[src/rtl/debounce_scan_ctrl.sv]
// -----------------------------------------------------------------------------
// debounce_scan_ctrl
//
// Multi-channel push-button debouncer. A single service datapath is shared by
// all N channels. A prescaler produces one service slot every PRESCALE clocks.
// A round-robin pointer picks one channel per slot and does a read-modify-write
// of that channel's stability counter and debounced level.
//
// A channel's debounced level flips only after MAX = 2^CNT_W - 1 consecutive
// services that all saw the synchronized input differ from the current level.
// Any service that sees agreement clears the counter, which rejects the glitch.
//
// Ports:
//   clk            system clock
//   rst_n          asynchronous active-low reset
//   en             scan enable; low idles the scheduler and holds the levels
//   btn[N]         raw asynchronous button inputs
//   state[N]       debounced levels
//   press[N]       one-cycle pulse on a debounced 0->1 change
//   release_pulse  one-cycle pulse on a debounced 1->0 change. The plain name
//                  "release" is a reserved word in SystemVerilog.
//   ch_sel         channel that the current slot services
//   tick           high in the cycle whose closing clock edge does a service
//
// FSM states:
//   state   | meaning
//   --------+--------------------------------------------------------------
//   ST_IDLE | scheduler parked: prescaler, ch_sel and counters held at 0
//   ST_RUN  | prescaler running; one channel is serviced per slot
// -----------------------------------------------------------------------------
module debounce_scan_ctrl #(
    parameter  int N        = 4,
    parameter  int PRESCALE = 1000,
    parameter  int CNT_W    = 4,
    localparam int SEL_W    = (N > 1) ? $clog2(N) : 1
) (
    input  logic             clk,
    input  logic             rst_n,
    input  logic             en,
    input  logic [N-1:0]     btn,
    output logic [N-1:0]     state,
    output logic [N-1:0]     press,
    output logic [N-1:0]     release_pulse,
    output logic [SEL_W-1:0] ch_sel,
    output logic             tick
);

    localparam int PS_W = $clog2(PRESCALE);
    localparam logic [PS_W-1:0]  PS_LAST  = PS_W'(PRESCALE - 1);
    localparam logic [SEL_W-1:0] SEL_LAST = SEL_W'(N - 1);
    // The counter never exceeds MAX-1. The service that would reach MAX
    // toggles the level instead of storing MAX.
    localparam logic [CNT_W-1:0] CNT_LAST = CNT_W'((1 << CNT_W) - 2);

    typedef enum logic {
        ST_IDLE = 1'b0,
        ST_RUN  = 1'b1
    } fsm_t;

    fsm_t              fsm_q, fsm_d;

    logic [N-1:0]      sync1_q, sync2_q;
    logic [PS_W-1:0]   presc_q, presc_d;
    logic [SEL_W-1:0]  ch_sel_q, ch_sel_d;
    logic [CNT_W-1:0]  cnt_q [N];
    logic [CNT_W-1:0]  cnt_d [N];
    logic [N-1:0]      state_q, state_d;
    logic [N-1:0]      press_q, press_d;
    logic [N-1:0]      rel_q, rel_d;

    logic              svc;
    logic              sched_clr;
    logic              tick_int;

    // ------------------------------------------------------------------
    // Input synchronizer. It is always clocked, even while scanning is
    // disabled, so the first sample after re-enable is already settled.
    // ------------------------------------------------------------------
    always_ff @(posedge clk or negedge rst_n) begin
        if (!rst_n) begin
            sync1_q <= '0;
            sync2_q <= '0;
        end else begin
            sync1_q <= btn;
            sync2_q <= sync1_q;
        end
    end

    // ------------------------------------------------------------------
    // FSM: state register
    // ------------------------------------------------------------------
    always_ff @(posedge clk or negedge rst_n) begin
        if (!rst_n) begin
            fsm_q <= ST_IDLE;
        end else begin
            fsm_q <= fsm_d;
        end
    end

    // ------------------------------------------------------------------
    // FSM: next state
    // ------------------------------------------------------------------
    always_comb begin
        fsm_d = fsm_q;
        case (fsm_q)
            ST_IDLE: if (en)  fsm_d = ST_RUN;
            ST_RUN:  if (!en) fsm_d = ST_IDLE;
            default: fsm_d = ST_IDLE;
        endcase
    end

    // ------------------------------------------------------------------
    // FSM: outputs
    // tick is qualified with en. When en falls in the same cycle as the
    // final prescaler count, the edge moves to IDLE and does no service,
    // so tick must not claim that a service happens.
    // ------------------------------------------------------------------
    always_comb begin
        tick_int  = 1'b0;
        sched_clr = 1'b1;
        case (fsm_q)
            ST_RUN: begin
                sched_clr = !en;
                tick_int  = en && (presc_q == PS_LAST);
            end
            default: begin
                sched_clr = 1'b1;
                tick_int  = 1'b0;
            end
        endcase
    end

    assign svc = tick_int;

    // ------------------------------------------------------------------
    // Prescaler and round-robin pointer
    // ------------------------------------------------------------------
    always_comb begin
        presc_d  = presc_q;
        ch_sel_d = ch_sel_q;
        if (sched_clr) begin
            presc_d  = '0;
            ch_sel_d = '0;
        end else if (svc) begin
            presc_d  = '0;
            ch_sel_d = (ch_sel_q == SEL_LAST) ? '0 : ch_sel_q + SEL_W'(1);
        end else begin
            presc_d  = presc_q + PS_W'(1);
        end
    end

    always_ff @(posedge clk or negedge rst_n) begin
        if (!rst_n) begin
            presc_q  <= '0;
            ch_sel_q <= '0;
        end else begin
            presc_q  <= presc_d;
            ch_sel_q <= ch_sel_d;
        end
    end

    // ------------------------------------------------------------------
    // Per-channel read-modify-write. Only the channel under ch_sel is
    // touched on a service edge. Leaving RUN clears every counter but
    // keeps the debounced levels.
    // ------------------------------------------------------------------
    always_comb begin
        cnt_d   = cnt_q;
        state_d = state_q;
        press_d = '0;
        rel_d   = '0;
        for (int i = 0; i < N; i++) begin
            if (sched_clr) begin
                cnt_d[i] = '0;
            end else if (svc && (ch_sel_q == SEL_W'(i))) begin
                if (sync2_q[i] != state_q[i]) begin
                    if (cnt_q[i] == CNT_LAST) begin
                        state_d[i] = ~state_q[i];
                        cnt_d[i]   = '0;
                        if (state_q[i]) begin
                            rel_d[i]   = 1'b1;
                        end else begin
                            press_d[i] = 1'b1;
                        end
                    end else begin
                        cnt_d[i] = cnt_q[i] + CNT_W'(1);
                    end
                end else begin
                    cnt_d[i] = '0;
                end
            end
        end
    end

    always_ff @(posedge clk or negedge rst_n) begin
        if (!rst_n) begin
            for (int i = 0; i < N; i++) begin
                cnt_q[i] <= '0;
            end
            state_q <= '0;
            press_q <= '0;
            rel_q   <= '0;
        end else begin
            for (int i = 0; i < N; i++) begin
                cnt_q[i] <= cnt_d[i];
            end
            state_q <= state_d;
            press_q <= press_d;
            rel_q   <= rel_d;
        end
    end

    assign state         = state_q;
    assign press         = press_q;
    assign release_pulse = rel_q;
    assign ch_sel        = ch_sel_q;
    assign tick          = tick_int;

endmodule
[config.mk]
export PLATFORM = sky130hd
export DESIGN_NAME = debounce_scan_ctrl
export DESIGN_NICKNAME = d
export VERILOG_FILES = /design/src/rtl/debounce_scan_ctrl.sv
export SDC_FILE = /design/constraint.sdc
export NUM_CORES = 1
export LEC_CHECK = 0
export ABC_CLOCK_PERIOD_IN_PS = 2500
export BUFFER_PORTS_ARGS = -buffer_cell sky130_fd_sc_hd__buf_2
export CORE_MARGIN = 3
export CORE_UTILIZATION = 55
export CTS_CLUSTER_SIZE = 14
export DETAILED_ROUTE_END_ITERATION = 8
export PLACE_DENSITY = 0.75
export SYNTH_ARGS = -nofsm -noshare
export SYNTH_HDL_FRONTEND = slang
export SYNTH_SLANG_ARGS = --single-unit
export TNS_END_PERCENT = 1
[constraint.sdc]
create_clock -name clk -period 2.5 [get_ports clk]
set_clock_uncertainty 0.15 [all_clocks]
set_input_delay 0.25 -clock clk [delete_from_list [all_inputs] [get_ports clk]]
set_output_delay 0.25 -clock clk [all_outputs]
set_load 0.03 [all_outputs]
# Yosys cells after proc, flatten, opt, wreduce, memory -nomap -nowiden
# Cells that the tools add are included.
# word_totals
register_bits	49
in_bits	7
wordCells	118
output_inout_bits	15
# op_classes
mux	64
n_bitwise	5
addsub	6
n_reduce_logical	16
eq_ne	12
# op_table
operator	count
two-way mux 4 bit	16
two-way mux 1 bit	43
two-way mux 10 bit	2
adder 4 x 1 -> 4 bit (second input constant)	4
== test 4 bit (second input constant)	4
AND reduction 4 bit	4
adder 10 x 1 -> 10 bit (second input constant)	1
== test 10 bit (second input constant)	1
nonzero test 2 bit	5
two-way mux 2 bit	3
logical AND 1 bit	5
inverter 1 bit	5
== test 2 bit (second input constant)	2
inequality test 1 bit	4
adder 2 x 1 -> 2 bit (second input constant)	1
== test 2 x 1 -> 1 bit (second input constant)	1
logical NOT 2 bit	1
logical NOT 1 bit	1

# Longest topological paths before layout
# depth
depth_word	6
depth_mapped	7
ltp_nobuf	6

# Worst setup path before layout
# OpenSTA, ideal clock, no wires.
# synth_path
kind	register to register
from	reg presc_q[0]
to	reg state_q[0], in the netlist state[0]
slack_ns	-0.018
period_less_slack_ns	2.518
t_required_ns	2.225
setup_time_ns	0.125
t_arrival_ns	2.243
path_stages_with_launch	6
path_buffers	0
path_cell_list	dfrtp_1 ha_1 nand4bb_4 nor4_2 nand3_1 mux2_2
# synth_via
elab_chain_len	5
# synth_rtl
item	line	text
start, declared	63	logic [PS_W-1:0] presc_q, presc_d;
start signal, assigned	157	presc_q <= presc_d;
== test 10 bit	124	tick_int = en && (presc_q == PS_LAST);
logical AND 1 bit	124	
two-way mux 1 bit	121	case (fsm_q)
net tick	45	output logic tick
logical AND 1 bit	175	end else if (svc && (ch_sel_q == SEL_W'(i))) begin
AND reduction 4 bit (no source line)	--	
end signal, assigned	207	state_q <= state_d;
end, declared	67	logic [N-1:0] state_q, state_d;
# The timed path passes the listed nets, and every way through them passes these cells.
# A chain may end at the register's enable or synchronous reset.

# Worst setup path after layout
# layout_path
from	in en
to	out tick
# layout_via
elab_chain_len	2
# layout_rtl
item	line	text
start, declared	39	input logic en,
logical AND 1 bit	124	
two-way mux 1 bit	121	
end, declared	45	
# Every way passes these cells.

==> impl_results.md <==
- Status: complete, no violations
- Drc violations: 0
- Post-synth top area share: 52.2%
- Design area: 2740 um2
- GR Layer Usage met1: 24.3%
- Origin of the critical flop-to-flop path: presc_q[0]
- Maxcap violations: 0
- Via count: 1699
- EDFF count, synth: 0
- Lkg Pwr: 1.25 nW
- Share of post-route cells with drive strength above 1: 17.8%
- Hold Slack: 0.208 ns
- Post-synth ARST share: 100%
- Worst Tran Pin Value: 0.442 ns
- Yosys reg bits: 49
- Final HPWL DP: 2980 um
- Row count: 23
- Most used routing layer: met2
- All-Layer GR Usage: 18.3%
- CP required: 2.10 ns
- Sequential share of the synthesized area: 52.2%
- Final Critical Period: 2.32 ns
- Clk root buf: clkbuf_8
- Flop pwr share: 56.2%
- Final hold viol count: 0
- Routed WL per cell: 13.8 um
- H-tree Lvls: 2
- Switching pwr: 0.000290 W
- Crit-path cells: dlygate4sd3_1 > buf_2 > nand2_1 > nor4_4 > buf_4 > buf_2
- Post-layout total power: 0.00143 W
- Final net count: 278
- Ant. Diodes: 0
- Xor-xnor portion of the synthesized cell area: 5.59%
- CTS tree: done
- Fmax: 431 MHz
- Cell Int Power: 0.00114 W
- Final period util: 92.9%
- Multiplexer share of the synthesized area: 3.14%
- Dominant cells by area after synthesis: dfrtp_1, ha_1, xnor2_1, o21ai_0, nor2_1
- Netlist cell types: 41
- Ys Warns: 0
- Die W: 71.3 um
- Adder-cell share of the synthesized area: 6.93%
- Compound-Gate Fraction of Synth Area: 6.50%
- Sink Count: 49
- RSZ-0062 raised after global routing: false
- First-pass GRT wire length: 7490 um
- Largest net degree at the start of global routing: 32
- CP Capture Type: output port
- First-pass DRT Iterations: 4
- R2R Setup Slk: 0.36 ns
- Met3 Use GR: 4.21%
- Post-placement cell area: 2540 um2
- Post-Syn Nets: 241
- Power per Cell Area: 524 nW/um2
- Setup ws final: 0.178 ns
- Cell mode on critical path: buf_2
- Synthesis-to-layout area growth: 16.5%
- Reg2Reg Depth: 5
- Post-DRT Antenna Nets: 0
- DRT iter0 DRCs: 59
- Clock Tree Buf Depth: 2
- Num ports: 22
- Worst endpoint data arrival time: 1.92 ns
- Core Box Area: 4060 um2
- Max_slew headroom: 70.4%
- Die Ht: 71.3 um
- Wirelength, routed: 4250 um
- Worst-skew pair later-pin latency: 0.30 ns
- Sw Ratio: 20.2%
- Mean Syn Cell Area: 10.6 um2
- Worst min-delay path class: reg -> reg
- Setup violations, final: 0
- RR Endpoint: cnt_q[3]
- Predominant post-synthesis flop cell: dfrtp_1
- WS Path Type: in -> out
- PortBufs: 21
- Synth Instances: 221
- Synth Area in Simple Gates: 23.0%
- Vias in the first global route: 1641
- Initial antenna violation count: 0
- Hold Startpoint: sync1_q[1]
- Clock slew at reported path FFs: 0.08 ns
- Crit start category: input pin
- Largest family of logic cells by synthesized area: simple AND/OR/NAND/NOR gates
- Mapped cell area: 2350 um2
- Hold depth: 0
- GRT overflow: 0
- Comb pwr share: 3.6%
- Die area: 5090 um2
- Num CTS Buffers: 5
- Starting Density: 57.9%
- Worst Hold Path EP: sync2_q[1]
- Final Max Tran Viols: 0
- Clock network power share: 40.2%
- VDD IR-drop max: 0.434 mV
- Pre-CTS WS: 0.282 ns
- CP max FO: 12
- Met2 GRT Util: 30.3%
- Slowest stage delay, CP: 0.52 ns
- Routability cong.: 0.790
- TNS Setup: 0 ns
- Area leader, netlist: dfrtp_1
- CP max stage cell: dlygate4sd3_1
- Drt via density: 5.50
## timing repair
item	in CTS	in global routing
gates resized for setup	0	1
hold buffers	6	0
setup buffers	0	2
setup endpoints to repair	0	2
endpoints found under the hold margin	23	0
## per-stage QoR
step	utilization, %	cells
2_1_floorplan	-	221
3_3_place_gp	62.6	293
3_5_place_dp	62.6	293
4_1_cts	67.0	307
5_1_grt	67.4	309
6_report	67.4	309
## cell usage after synthesis, types with 2 or more instances
cell / n
mux2i_1: 4
nand4b_1: 3
xnor2_1: 10
mux2_2: 3
nor4_1: 3
nor3b_1: 4
and3_1: 7
nor2b_1: 2
xor2_1: 5
nor2_1: 18
nor3_1: 12
nand3_1: 11
dfrtp_1: 49
ha_1: 13
inv_1: 11
o21ai_0: 15
nand2b_1: 4
and2_1: 3
a21oi_1: 4
or3_1: 2
nand4_1: 2
nand2_1: 17
## power by group through the flow
stage,clock (W),sequential (W),combinational (W)
global placement,0,0.000822,0.0000450
detailed placement,0,0.000823,0.0000454
floorplan,0,0.000821,0.0000194
CTS,0.000589,0.000807,0.0000529
finish,0.000577,0.000807,0.0000512
global route,0.000619,0.000808,0.0000583
## area by class of cell
cell class | instances | area, um2
Sequential cell | 49 | 1230
Timing Repair Buffer | 34 | 218
Clock buffer | 7 | 86.3
Tap cell | 50 | 62.6
Fill cell | 326 | 1320
Clock inverter | 1 | 30.0
Multi-Input combinational cell | 157 | 1070
Inverter | 11 | 41.3
## cell usage in the layout, fill, tap and decap left out, types with 5 or more instances in the layout
cell,instances
o21ai_0,15
nand3_1,11
nor3_1,12
dfrtp_1,49
nor2_1,18
buf_2,21
xnor2_1,10
and3_1,7
clkbuf_8,6
nand2_1,17
buf_4,7
ha_1,13
inv_1,11
xor2_1,5
dlygate4sd3_1,6
## critical path: cells and delay by family
kind | cells | cell delay (ns)
and+or+nand+nor | 2 | 0.61
buffers and inverters | 4 | 1.05
## cell families after synthesis
family	after synthesis
XOR/XNOR	15
buffers and inverters	15
AND/OR/NAND/NOR	96
adder cells (fa/ha/maj)	13
AO/OA/AOI/OAI	26
flip-flops	49
multiplexers	7
## registers in the layout (all words and copies together), names as in the netlist
signal,cells
fsm_q,1
ch_sel,2
sync1_q,4
cnt_q,16
presc_q,10
press,4
release_pulse,4
sync2_q,4
state,4
## how the worst max path moves through the flow
stage,endpoint,depth (start not counted),slack (ns),from
floorplan,state[0],5,0.32,presc_q[0]
global placement,cnt_q[6],5,0.33,presc_q[0]
detailed placement,cnt_q[5],5,0.28,presc_q[0]
CTS,tick,5,0.04,en
global route,state[3],6,0.03,en
finish,tick,6,0.18,en
## routing by layer
metal  wire [um]  share of wire (%)
met1        1940                 46
met4          36               0.85
met5           0                  0
met2        2150                 51
met3         125                2.9
(Power assumes the default switching activity.)
